===== src/rtl/music_sequencer.sv =====
// Multi-channel beat sequencer: a tempo divider steps a beat pointer into an external
// score table, and each channel's note code is decoded into a registered tone word.
module music_sequencer #(
  parameter int NUM_CH = 2,
  parameter int BEAT_W = 8,
  parameter int DIV_W  = 27,
  parameter int TONE_W = 32,
  parameter logic [TONE_W-1:0] REST_TONE = 100000000
) (
  input  logic                       clk,
  input  logic                       rst_n,
  input  logic                       start,
  input  logic                       stop,
  input  logic                       pause,
  input  logic                       loop_en,
  input  logic [DIV_W-1:0]           beat_div,
  input  logic [BEAT_W-1:0]          last_beat,
  output logic [BEAT_W-1:0]          rom_addr,
  input  logic [NUM_CH*8-1:0]        rom_note,
  output logic [NUM_CH*TONE_W-1:0]   tone,
  output logic                       beat_tick,
  output logic                       playing,
  output logic                       paused,
  output logic                       done
);

  typedef enum logic [1:0] {
    IDLE  = 2'd0,
    PLAY  = 2'd1,
    PAUSE = 2'd2
  } state_t;

  state_t            state;
  logic [DIV_W-1:0]  div_cnt;
  logic [DIV_W-1:0]  div_lat;
  logic [DIV_W-1:0]  lat_in;
  logic              beat_end;

  // A divider of 0 would never produce a beat, so it behaves as 1.
  assign lat_in   = (beat_div == '0) ? DIV_W'(1) : beat_div;
  assign beat_end = (div_cnt == div_lat - DIV_W'(1));

  function automatic logic [TONE_W-1:0] decode(input logic [7:0] code);
    logic [9:0] base;
    logic       rest;
    logic [2:0] oct;
    base = 10'd0;
    rest = 1'b0;
    oct  = code[6:4];
    case (code[3:0])
      4'd1:    base = 10'd262;
      4'd2:    base = 10'd294;
      4'd3:    base = 10'd330;
      4'd4:    base = 10'd349;
      4'd5:    base = 10'd392;
      4'd6:    base = 10'd440;
      4'd7:    base = 10'd494;
      4'd8:    base = 10'd370;
      4'd9:    base = 10'd415;
      default: rest = 1'b1;
    endcase
    if (rest || oct == 3'd7)
      return REST_TONE;
    else if (oct >= 3'd3)
      return TONE_W'(base) << (oct - 3'd3);
    else
      return TONE_W'(base) >> (3'd3 - oct);
  endfunction

  always_ff @(posedge clk) begin
    if (!rst_n) begin
      state     <= IDLE;
      rom_addr  <= '0;
      div_cnt   <= '0;
      div_lat   <= DIV_W'(1);
      tone      <= {NUM_CH{REST_TONE}};
      beat_tick <= 1'b0;
      playing   <= 1'b0;
      paused    <= 1'b0;
      done      <= 1'b0;
    end else begin
      beat_tick <= 1'b0;
      done      <= 1'b0;

      // Tone follows the state/address of the previous cycle.
      for (int c = 0; c < NUM_CH; c++) begin
        tone[TONE_W*c +: TONE_W] <= (state == PLAY) ? decode(rom_note[8*c +: 8]) : REST_TONE;
      end

      case (state)
        IDLE: begin
          if (!stop && start) begin
            state    <= PLAY;
            rom_addr <= '0;
            div_cnt  <= '0;
            div_lat  <= lat_in;
            playing  <= 1'b1;
            paused   <= 1'b0;
          end
        end

        PLAY: begin
          if (stop) begin
            state    <= IDLE;
            rom_addr <= '0;
            div_cnt  <= '0;
            playing  <= 1'b0;
            paused   <= 1'b0;
          end else if (start) begin
            rom_addr <= '0;
            div_cnt  <= '0;
            div_lat  <= lat_in;
          end else if (pause) begin
            state   <= PAUSE;
            playing <= 1'b0;
            paused  <= 1'b1;
          end else if (beat_end) begin
            div_cnt   <= '0;
            beat_tick <= 1'b1;
            if (rom_addr >= last_beat) begin
              rom_addr <= '0;
              if (!loop_en) begin
                state   <= IDLE;
                playing <= 1'b0;
                done    <= 1'b1;
              end
            end else begin
              rom_addr <= rom_addr + BEAT_W'(1);
            end
          end else begin
            div_cnt <= div_cnt + DIV_W'(1);
          end
        end

        PAUSE: begin
          if (stop) begin
            state    <= IDLE;
            rom_addr <= '0;
            div_cnt  <= '0;
            playing  <= 1'b0;
            paused   <= 1'b0;
          end else if (start) begin
            state    <= PLAY;
            rom_addr <= '0;
            div_cnt  <= '0;
            div_lat  <= lat_in;
            playing  <= 1'b1;
            paused   <= 1'b0;
          end else if (!pause) begin
            // Resume without counting this cycle, so the held div_cnt carries on unchanged.
            state   <= PLAY;
            playing <= 1'b1;
            paused  <= 1'b0;
          end
        end

        default: begin
          state    <= IDLE;
          rom_addr <= '0;
          div_cnt  <= '0;
          playing  <= 1'b0;
          paused   <= 1'b0;
        end
      endcase
    end
  end

endmodule


===== config.mk =====
export PLATFORM = sky130hd
export DESIGN_NAME = music_sequencer
export DESIGN_NICKNAME = d
export VERILOG_FILES = /design/src/rtl/music_sequencer.sv
export SDC_FILE = /design/constraint.sdc
export NUM_CORES = 1
export LEC_CHECK = 0
export BUFFER_PORTS_ARGS = -buffer_cell sky130_fd_sc_hd__buf_2
export CORE_MARGIN = 2
export CORE_UTILIZATION = 52
export CTS_CLUSTER_DIAMETER = 50
export DETAILED_ROUTE_END_ITERATION = 10
export PLACE_DENSITY = 0.77
export SLEW_MARGIN = 40
export SYNTH_ARGS = -nofsm -noshare
export SYNTH_HDL_FRONTEND = slang
export SYNTH_SLANG_ARGS = --single-unit

===== constraint.sdc =====
create_clock -name clk -period 3.3 [get_ports clk]
set_input_delay 0.495 -clock clk [delete_from_list [all_inputs] [get_ports clk]]
set_output_delay 0.495 -clock clk [all_outputs]
set_load 0.005 [all_outputs]

# Word-level counts from Yosys, hierarchy flattened
# Cells that the tools add are included.
[classes]
n_addsub = 7
magnitude_cmp = 3
eq_ne = 35
n_shift = 4
muxes = 64
bitwise = 4
n_reduce_logical = 19
[op_table]
columns = ["cell", "count"]
rows = [
  ["$mux 27", 11],
  ["$pmux 9 s9", 2],
  ["$pmux 27 s3", 1],
  ["$mux 32", 2],
  ["$mux 8", 8],
  ["$shl 10x3->32", 2],
  ["$shr 10x3->32", 2],
  ["$pmux 27 s2", 1],
  ["$eq 4x3->1 const B", 8],
  ["$add 27x1->27 const B", 1],
  ["$eq 27x27->1", 1],
  ["$logic_not 27->1", 1],
  ["$sub 27x1->27 const B", 1],
  ["$pmux 8 s3", 1],
  ["$mux 1", 23],
  ["$mux 10", 2],
  ["$mux 2", 10],
  ["$ne 4x4->1 const B", 5],
  ["$reduce_or 9->1", 2],
  ["$eq 4x2->1 const B", 4],
  ["$eq 4x4->1 const B", 4],
  ["$reduce_and 4->1", 3],
  ["$ne 3x3->1 const B", 3],
  ["$add 8x1->8 const B", 1],
  ["25 further kinds", 37],
]
[totals]
reg_bits = 132
inputBits = 57
word_cells = 146

# Longest topological paths before layout
# Gate-level depths: netlist of run 1.
[logic_depth]
word_depth = 7
mapped_depth = 13

# Least setup slack after synthesis of run 1
# OpenSTA, ideal clock, no wires.
[synth_timing]
path_kind = "reg-to-reg"
start = "register div_lat[0]"
end = "register rom_addr[6]"
arrival_time_ps = 3053
required_time_ps = 3216
setup_slack_ps = 163
path_stages_with_launch = 12
n_path_buf = 1
synth_period_minus_slack_ps = 3137
path_cell_list = "dfxtp_1 -> inv_1 -> ha_1 -> clkbuf_1 -> or4b_1 -> nor4_4 -> mux2i_1 -> nand3b_1 -> a2111oi_4 -> nand4_2 -> or3_4 -> o31ai_2"
[synth_via]
elab_chain_cells = 4
[synth_rtl]
columns = ["element", "line", "rtl"]
rows = [
  ["from (decl)", "35", "logic [DIV_W-1:0] div_lat;"],
  ["from (signal assigned)", "96", "div_lat <= lat_in;"],
  ["from (signal assigned)", "112", "div_lat <= lat_in;"],
  ["from (signal assigned)", "146", "div_lat <= lat_in;"],
  ["$sub 27x1->27", "41", "assign beat_end = (div_cnt == div_lat - DIV_W'(1));"],
  ["$eq 27x27->1", "41", ""],
  ["$ne 4x4->1 (no source line)", "-", ""],
  ["$reduce_and 4->1 (no source line)", "-", ""],
  ["to (signal assigned)", "128", "rom_addr <= rom_addr + BEAT_W'(1);"],
  ["to (decl)", "18", "output logic [BEAT_W-1:0] rom_addr,"],
]
# Every way passes these cells.
# A chain may end at the register's enable or synchronous reset.

# Final worst setup path of run 1
[layout_timing]
start = "register div_lat[0]"
end = "register rom_addr[7]"
# Same word-level chain as after synthesis.

==> results.cfg, run 1 <==
[critical_path]
crit-reg2reg-launch = div_lat[0]
timing_worst_setup_path_type = flip-flop to flip-flop
critical-path-slowest-cell = or4b_4
worst-path-buf-inv = 1
worst_r2r_endpoint = rom_addr[7]
worst_r2r_path_depth = 10
timing.critical_path.arrival_ns = 3.49
crit_chain = inv_1 -> ha_1 -> or4b_4 -> nor4_4 -> mux2i_1 -> nand3b_1 -> a2111oi_4 -> nand4_2 -> or3_4 -> o31ai_2
worstSetupStartpointType = flip-flop
critical_path.max_fanout = 4
required_ns = 3.58
cp_top_family = simple AND/OR/NAND/NOR gates
largest_incremental_delay_on_the_critical_path_ns = 0.52
setup.reg_to_reg.worst_slack_ns = 0.08
timing.critical_path.from = div_lat[0]
critPathCaptureType = flip-flop

[synthesis]
async_flop_share_pct = 0
post_synth_num_cell_types = 84
yosysWarningCount = 0
synth_xor_xnor_area_share_pct = 6.42
post_synth_instance_area_um2 = 7990
synth_simple_gate_area_share_pct = 27.8
synthesis.instances = 1117
syn_area_per_cell_um2 = 7.16
yosys.area_share.adder_pct = 3.29
synth_edf_count = 0
yosysSeqAreaShare_pct = 25.5
synth-seq-cells = 102
largest_family_of_logic_cells_by_synthesized_area = simple AND/OR/NAND/NOR gates
ys.flop_type = dfxtp_1
synthMuxAreaShare_pct = 1.27
synth_compound_gate_area_share_pct = 26.8

[place]
dp_hpwl_um = 16000
routability_congestion = 0.919
portBuffers = 114
preCtsSetupSlack_ns = 0.0107

[clock_tree]
cts_root_buffer = clkbuf_16
cts_tree = done
cts_hold_buffers = 0
ctsLongestPathBuffers = 2
cts_max_level = 3
numClockSinks = 102
cts_made_buffers = 9
clk_transition_reported_paths_ns = 0.08
worstSkewPairLatency_ns = 0.35

[power]
power.density_cell_area_nw_per_um2 = 487
totalPowerFinal_w = 0.00437
ir_worst_vdd_v = 0.000224
leakage_nw = 3.56

[route]
avgRoutedWirePerCell_um = 16.1
drt_first_pass_iters = 5
finalWirelength_um = 22200
via_per_inst = 6.02
drtAntennaViolNets = 0
vias = 8294
drc = 0
drtIter0Drc = 666

[timing]
max_slew_margin_pct = 55.3
final_hold_slack_ns = 0.399
worst_clock_skew_ns = 0.00867
finalWorstSetupSlack_ns = 0.0848
maxClockFrequency_mhz = 311
final_min_period_over_clock_period_pct = 97.4
setup_violations = 0
total_negative_slack_ns = 0
finalWorstPathRequiredPeriod_ns = 3.22
report.final.hold_viol_count = 0
max_slew.worst_pin.slew_ns = 0.669
report.final.slew_viol_count = 0

[layout]
final_net_count = 1262
n_fill_cell = 1427
leading_cell_type_in_the_layout_fill_and_taps_excluded = nand2_1
antennaDiodeCount = 0
most_frequent_cells_in_the_layout = nand2_1 (123), buf_2 (114), nor2_1 (112), dfxtp_1 (102), o21ai_0 (85)
drive_gt1_share_pct = 17.2
areaGrowthSynthToFinish_pct = 12.3
fin_util_pct = 59.5

[global_routing]
aggregate_global_route_resource_usage_pct = 26.2
antenna_found_initial = 0
grt_max_degree = 41
global_route_wire_length_before_repair_um = 35500
global_route_overflow = 0
vias_in_the_first_global_route = 7409

[floorplanning]
core_area_um2 = 15100
chipHeight_um = 128
die_w_um = 128
rows = 45
die_area_um2 = 16400
pin_count = 133
initial_utilization_pct = 53.0

[outcome]
outcome = complete, no violations

[hold_path]
timing.hold.worst_endpoint = beat_tick
hold_path_class = input pin to flip-flop
min_delay_path_depth = 2
hold_path.startpoint = pause

[run]
max-cap-violations = 0
## how the worst max path moves through the flow
| stage | cells past startpoint | endpoint | slack [ns] |
|---|---|---|---|
| after floorplan | 11 | rom_addr[6] | 0.16 |
| after global placement | 10 | div_cnt[11] | 0.06 |
| after detailed placement | 10 | div_cnt[26] | 0.01 |
| after CTS | 10 | div_cnt[12] | 0.006 |
| after global routing | 10 | rom_addr[5] | -0.02 |
| final | 10 | rom_addr[7] | 0.08 |
## synth_stat cells (all sizes together), types with 4 or more instances
master,n,area share [%]
o22ai,12,0.94
a22oi,7,0.66
or3,7,0.61
and3,11,0.86
nand2,123,5.8
ha,21,3.3
o211ai,15,1.4
clkbuf,66,3.1
a31oi,10,0.78
o2111ai,5,0.55
nor2,113,5.3
mux2i,9,1.1
o31ai,6,0.69
nor2b,20,1.6
a31o,4,0.44
o21a,5,0.47
clkinv,4,0.19
nand4,14,1.3
xor2,26,2.8
o21ai,87,5.5
xnor2,30,3.3
and2,9,0.70
buf,44,3.6
nand3,37,2.3
or2,8,0.63
nor3,34,2.3
nor3b,6,0.56
a32oi,6,0.66
a21oi,77,4.8
nand3b,4,0.38
a2111oi,7,1.0
o32ai,4,0.44
a211oi,10,0.94
or4,8,0.80
a21boi,28,2.6
dfxtp,102,26
nor4,23,2.3
nand2b,18,1.4
inv,42,2.0
## flip-flops by register name (all words and copies together) (netlist names)
register,count
beat_tick,1
div_cnt,27
div_lat,27
done,1
paused,1
playing,1
rom_addr,8
state,2
tone,34
## where the power goes
part           switching (W)  total, W  internal, W  leakage (nW)
Combinational        0.00110   0.00184     0.000740          2.58
Sequential          0.000144   0.00149      0.00134         0.828
Clock               0.000508   0.00104     0.000535         0.143
Total                0.00175   0.00437      0.00262          3.56
## metal layers
layer	share of wire (%)	up-vias	GRT usage, %
met3	5.9	41	3.38
met2	49	319	44.7
met1	43	3831	34.4
met4	2.1	0	8.79
met5	0	-	0
li1	-	4103	-
## metrics by stage
stage                     cell area (um2)  instances
after CTS                            8860       1373
after floorplan                      8050       1132
after detailed placement             8570       1357
after global placement               8570       1357
after global routing                 8980       1377
final                                8980       1377
## cell families (layout without fill, tap and decap cells)
family / Yosys count / after routing
multiplexers: 10 / 10
AND/OR/NAND/NOR: 445 / 445
buffers and inverters: 156 / 212
other: 1 / 16
XOR/XNOR: 57 / 57
flip-flops: 102 / 102
AO/OA/AOI/OAI: 325 / 326
adder cells (fa/ha/maj): 21 / 21
## cell type report
cell class	count	area [um2]	share of cell area, %
inverter	46	173	1.92
sequential	102	2040	22.7
clock buffer	10	229	2.55
clock inverter	6	60.1	0.669
timing repair buffer	150	841	9.36
tap	188	235	2.62
multi-input combinational	875	5400	60.1
## what timing repair did
item                       in CTS  in global routing
setup buffers                   0                  3
gates resized for setup         0                 14
setup endpoints to repair       0                 34
Note: power is estimated with default switching activity, not from simulation.
==> inputs of run 2 (changes only) <==
==> constraint.sdc (replaced) <==
create_clock -name clk -period 3.3 [get_ports clk]
set_input_delay 0.33 -clock clk [delete_from_list [all_inputs] [get_ports clk]]
set_output_delay 0.33 -clock clk [all_outputs]
set_load 0.005 [all_outputs]
==> run 2 against run 1 <==
Against the previous run: global-route usage shrank 0.56 points; die area is the same; critical path type unchanged; maximum frequency grew 2.4%; clock power grew 5%.
==> results.cfg, run 2 (same netlist as run 1, synthesis figures left out) <==
[outcome]
outcome = complete, no violations

[run]
max-cap-violations = 0

[timing]
setup_violations = 0
worst_clock_skew_ns = 0.00714
report.final.slew_viol_count = 0
report.final.hold_viol_count = 0
finalWorstSetupSlack_ns = 0.159
finalWorstPathRequiredPeriod_ns = 3.14
maxClockFrequency_mhz = 318
final_hold_slack_ns = 0.242
max_slew.worst_pin.slew_ns = 0.762
final_min_period_over_clock_period_pct = 95.2
max_slew_margin_pct = 48.7

[clock_tree]
cts_tree = done
ctsLongestPathBuffers = 2
cts_max_level = 3
numClockSinks = 102
cts_hold_buffers = 0
cts_made_buffers = 9
cts_root_buffer = clkbuf_16
worstSkewPairLatency_ns = 0.35
clk_transition_reported_paths_ns = 0.07

[route]
via_per_inst = 5.98
vias = 8220
drc = 0
finalWirelength_um = 22000
drtIter0Drc = 510
avgRoutedWirePerCell_um = 16.0
drt_first_pass_iters = 7
drtAntennaViolNets = 0

[critical_path]
worst-path-buf-inv = 1
required_ns = 3.56
critical_path.max_fanout = 4
timing_worst_setup_path_type = flip-flop to flip-flop
largest_incremental_delay_on_the_critical_path_ns = 0.50
crit_chain = inv_1 -> ha_1 -> or4b_4 -> nor4_4 -> mux2i_1 -> nand3b_1 -> a2111oi_4 -> nand4_2 -> or3_4 -> o31ai_2
critical-path-slowest-cell = or4b_4
critPathCaptureType = flip-flop
timing.critical_path.arrival_ns = 3.40
worstSetupStartpointType = flip-flop
cp_top_family = simple AND/OR/NAND/NOR gates

[global_routing]
global_route_overflow = 0
global_route_wire_length_before_repair_um = 34700
aggregate_global_route_resource_usage_pct = 25.7
vias_in_the_first_global_route = 7122
grt_max_degree = 38
antenna_found_initial = 1

[place]
preCtsSetupSlack_ns = -0.00809
dp_hpwl_um = 15700
portBuffers = 114
routability_congestion = 0.909

[floorplanning]
die_w_um = 128
rows = 45
pin_count = 133
initial_utilization_pct = 53.0
die_area_um2 = 16400
chipHeight_um = 128
core_area_um2 = 15100

[layout]
regMostFlops = tone
drive_gt1_share_pct = 16.8
leading_cell_type_in_the_layout_fill_and_taps_excluded = nand2_1
final_net_count = 1259
most_frequent_cells_in_the_layout = nand2_1 (123), buf_2 (114), nor2_1 (112), dfxtp_1 (102), o21ai_0 (85)
areaGrowthSynthToFinish_pct = 11.9
largest_register_ff_count = 34
reg.largest.list = tone: 34 flops, div_cnt: 27 flops, div_lat: 27 flops
fin_util_pct = 59.3

[power]
totalPowerFinal_w = 0.00441
leakage_nw = 3.52
ir_worst_vdd_v = 0.000292
power.density_cell_area_nw_per_um2 = 493

[hold_path]
hold_path_class = input pin to flip-flop
## run 2: worst paths after layout
kind              slack (ns)         from  depth (start not counted)           to
setup / recovery        0.16   div_lat[0]                         10  rom_addr[6]
hold / removal          0.24  beat_div[4]                          3   div_lat[4]
setup reg to reg        0.16   div_lat[0]                         10  rom_addr[6]
hold reg to reg         0.47      playing                          2      playing
## run 2: repair_timing
action | CTS | global route
setup endpoints to repair | 17 | 28
gates cloned | 0 | 1
setup buffers | 0 | 6
pin swaps | 0 | 5
resized for setup | 1 | 8
## run 2: routing by layer
layer	wire length (um)	track usage, %	up-vias
met5	0	0	-
met4	567	8.53	0
met3	1430	2.46	48
met2	10600	42.9	327
met1	9420	34.9	3759
li1	-	-	4086
## run 2: final cells by class
cell class,instances,area [um2]
Fill cell,1454,6140
Multi-Input combinational cell,875,5360
Sequential cell,102,2040
Timing Repair Buffer,147,831
Tap cell,188,235
Clock buffer,10,229
Inverter,46,173
Clock inverter,6,78.8
Antenna cell,1,2.50
## run 2: worst reg2reg max path, stage by stage, from the launching register on
cell and delay (ns):
dfxtp_1 0.34, inv_1 0.09, ha_1 0.18, or4b_4 0.50, nor4_4 0.25, mux2i_1 0.24
nand3b_1 0.18, a2111oi_4 0.33, nand4_2 0.23, or3_4 0.47, o31ai_2 0.24
## run 2: metrics by stage
step                cell area [um2]  TNS [ns]  cells
global placement               8530         0   1351
floorplan                      8050         0   1132
CTS                            8840         0   1367
global route                   8950   -0.0516   1375
finish                         8950         0   1375
detailed placement             8530   -0.0396   1351
## run 2: power by group
group | total, W | leakage (nW) | internal (W) | switching [W]
logic | 0.00182 | 2.54 | 0.000736 | 0.00108
clock network | 0.00109 | 0.151 | 0.000605 | 0.000489
registers | 0.00149 | 0.828 | 0.00134 | 0.000150
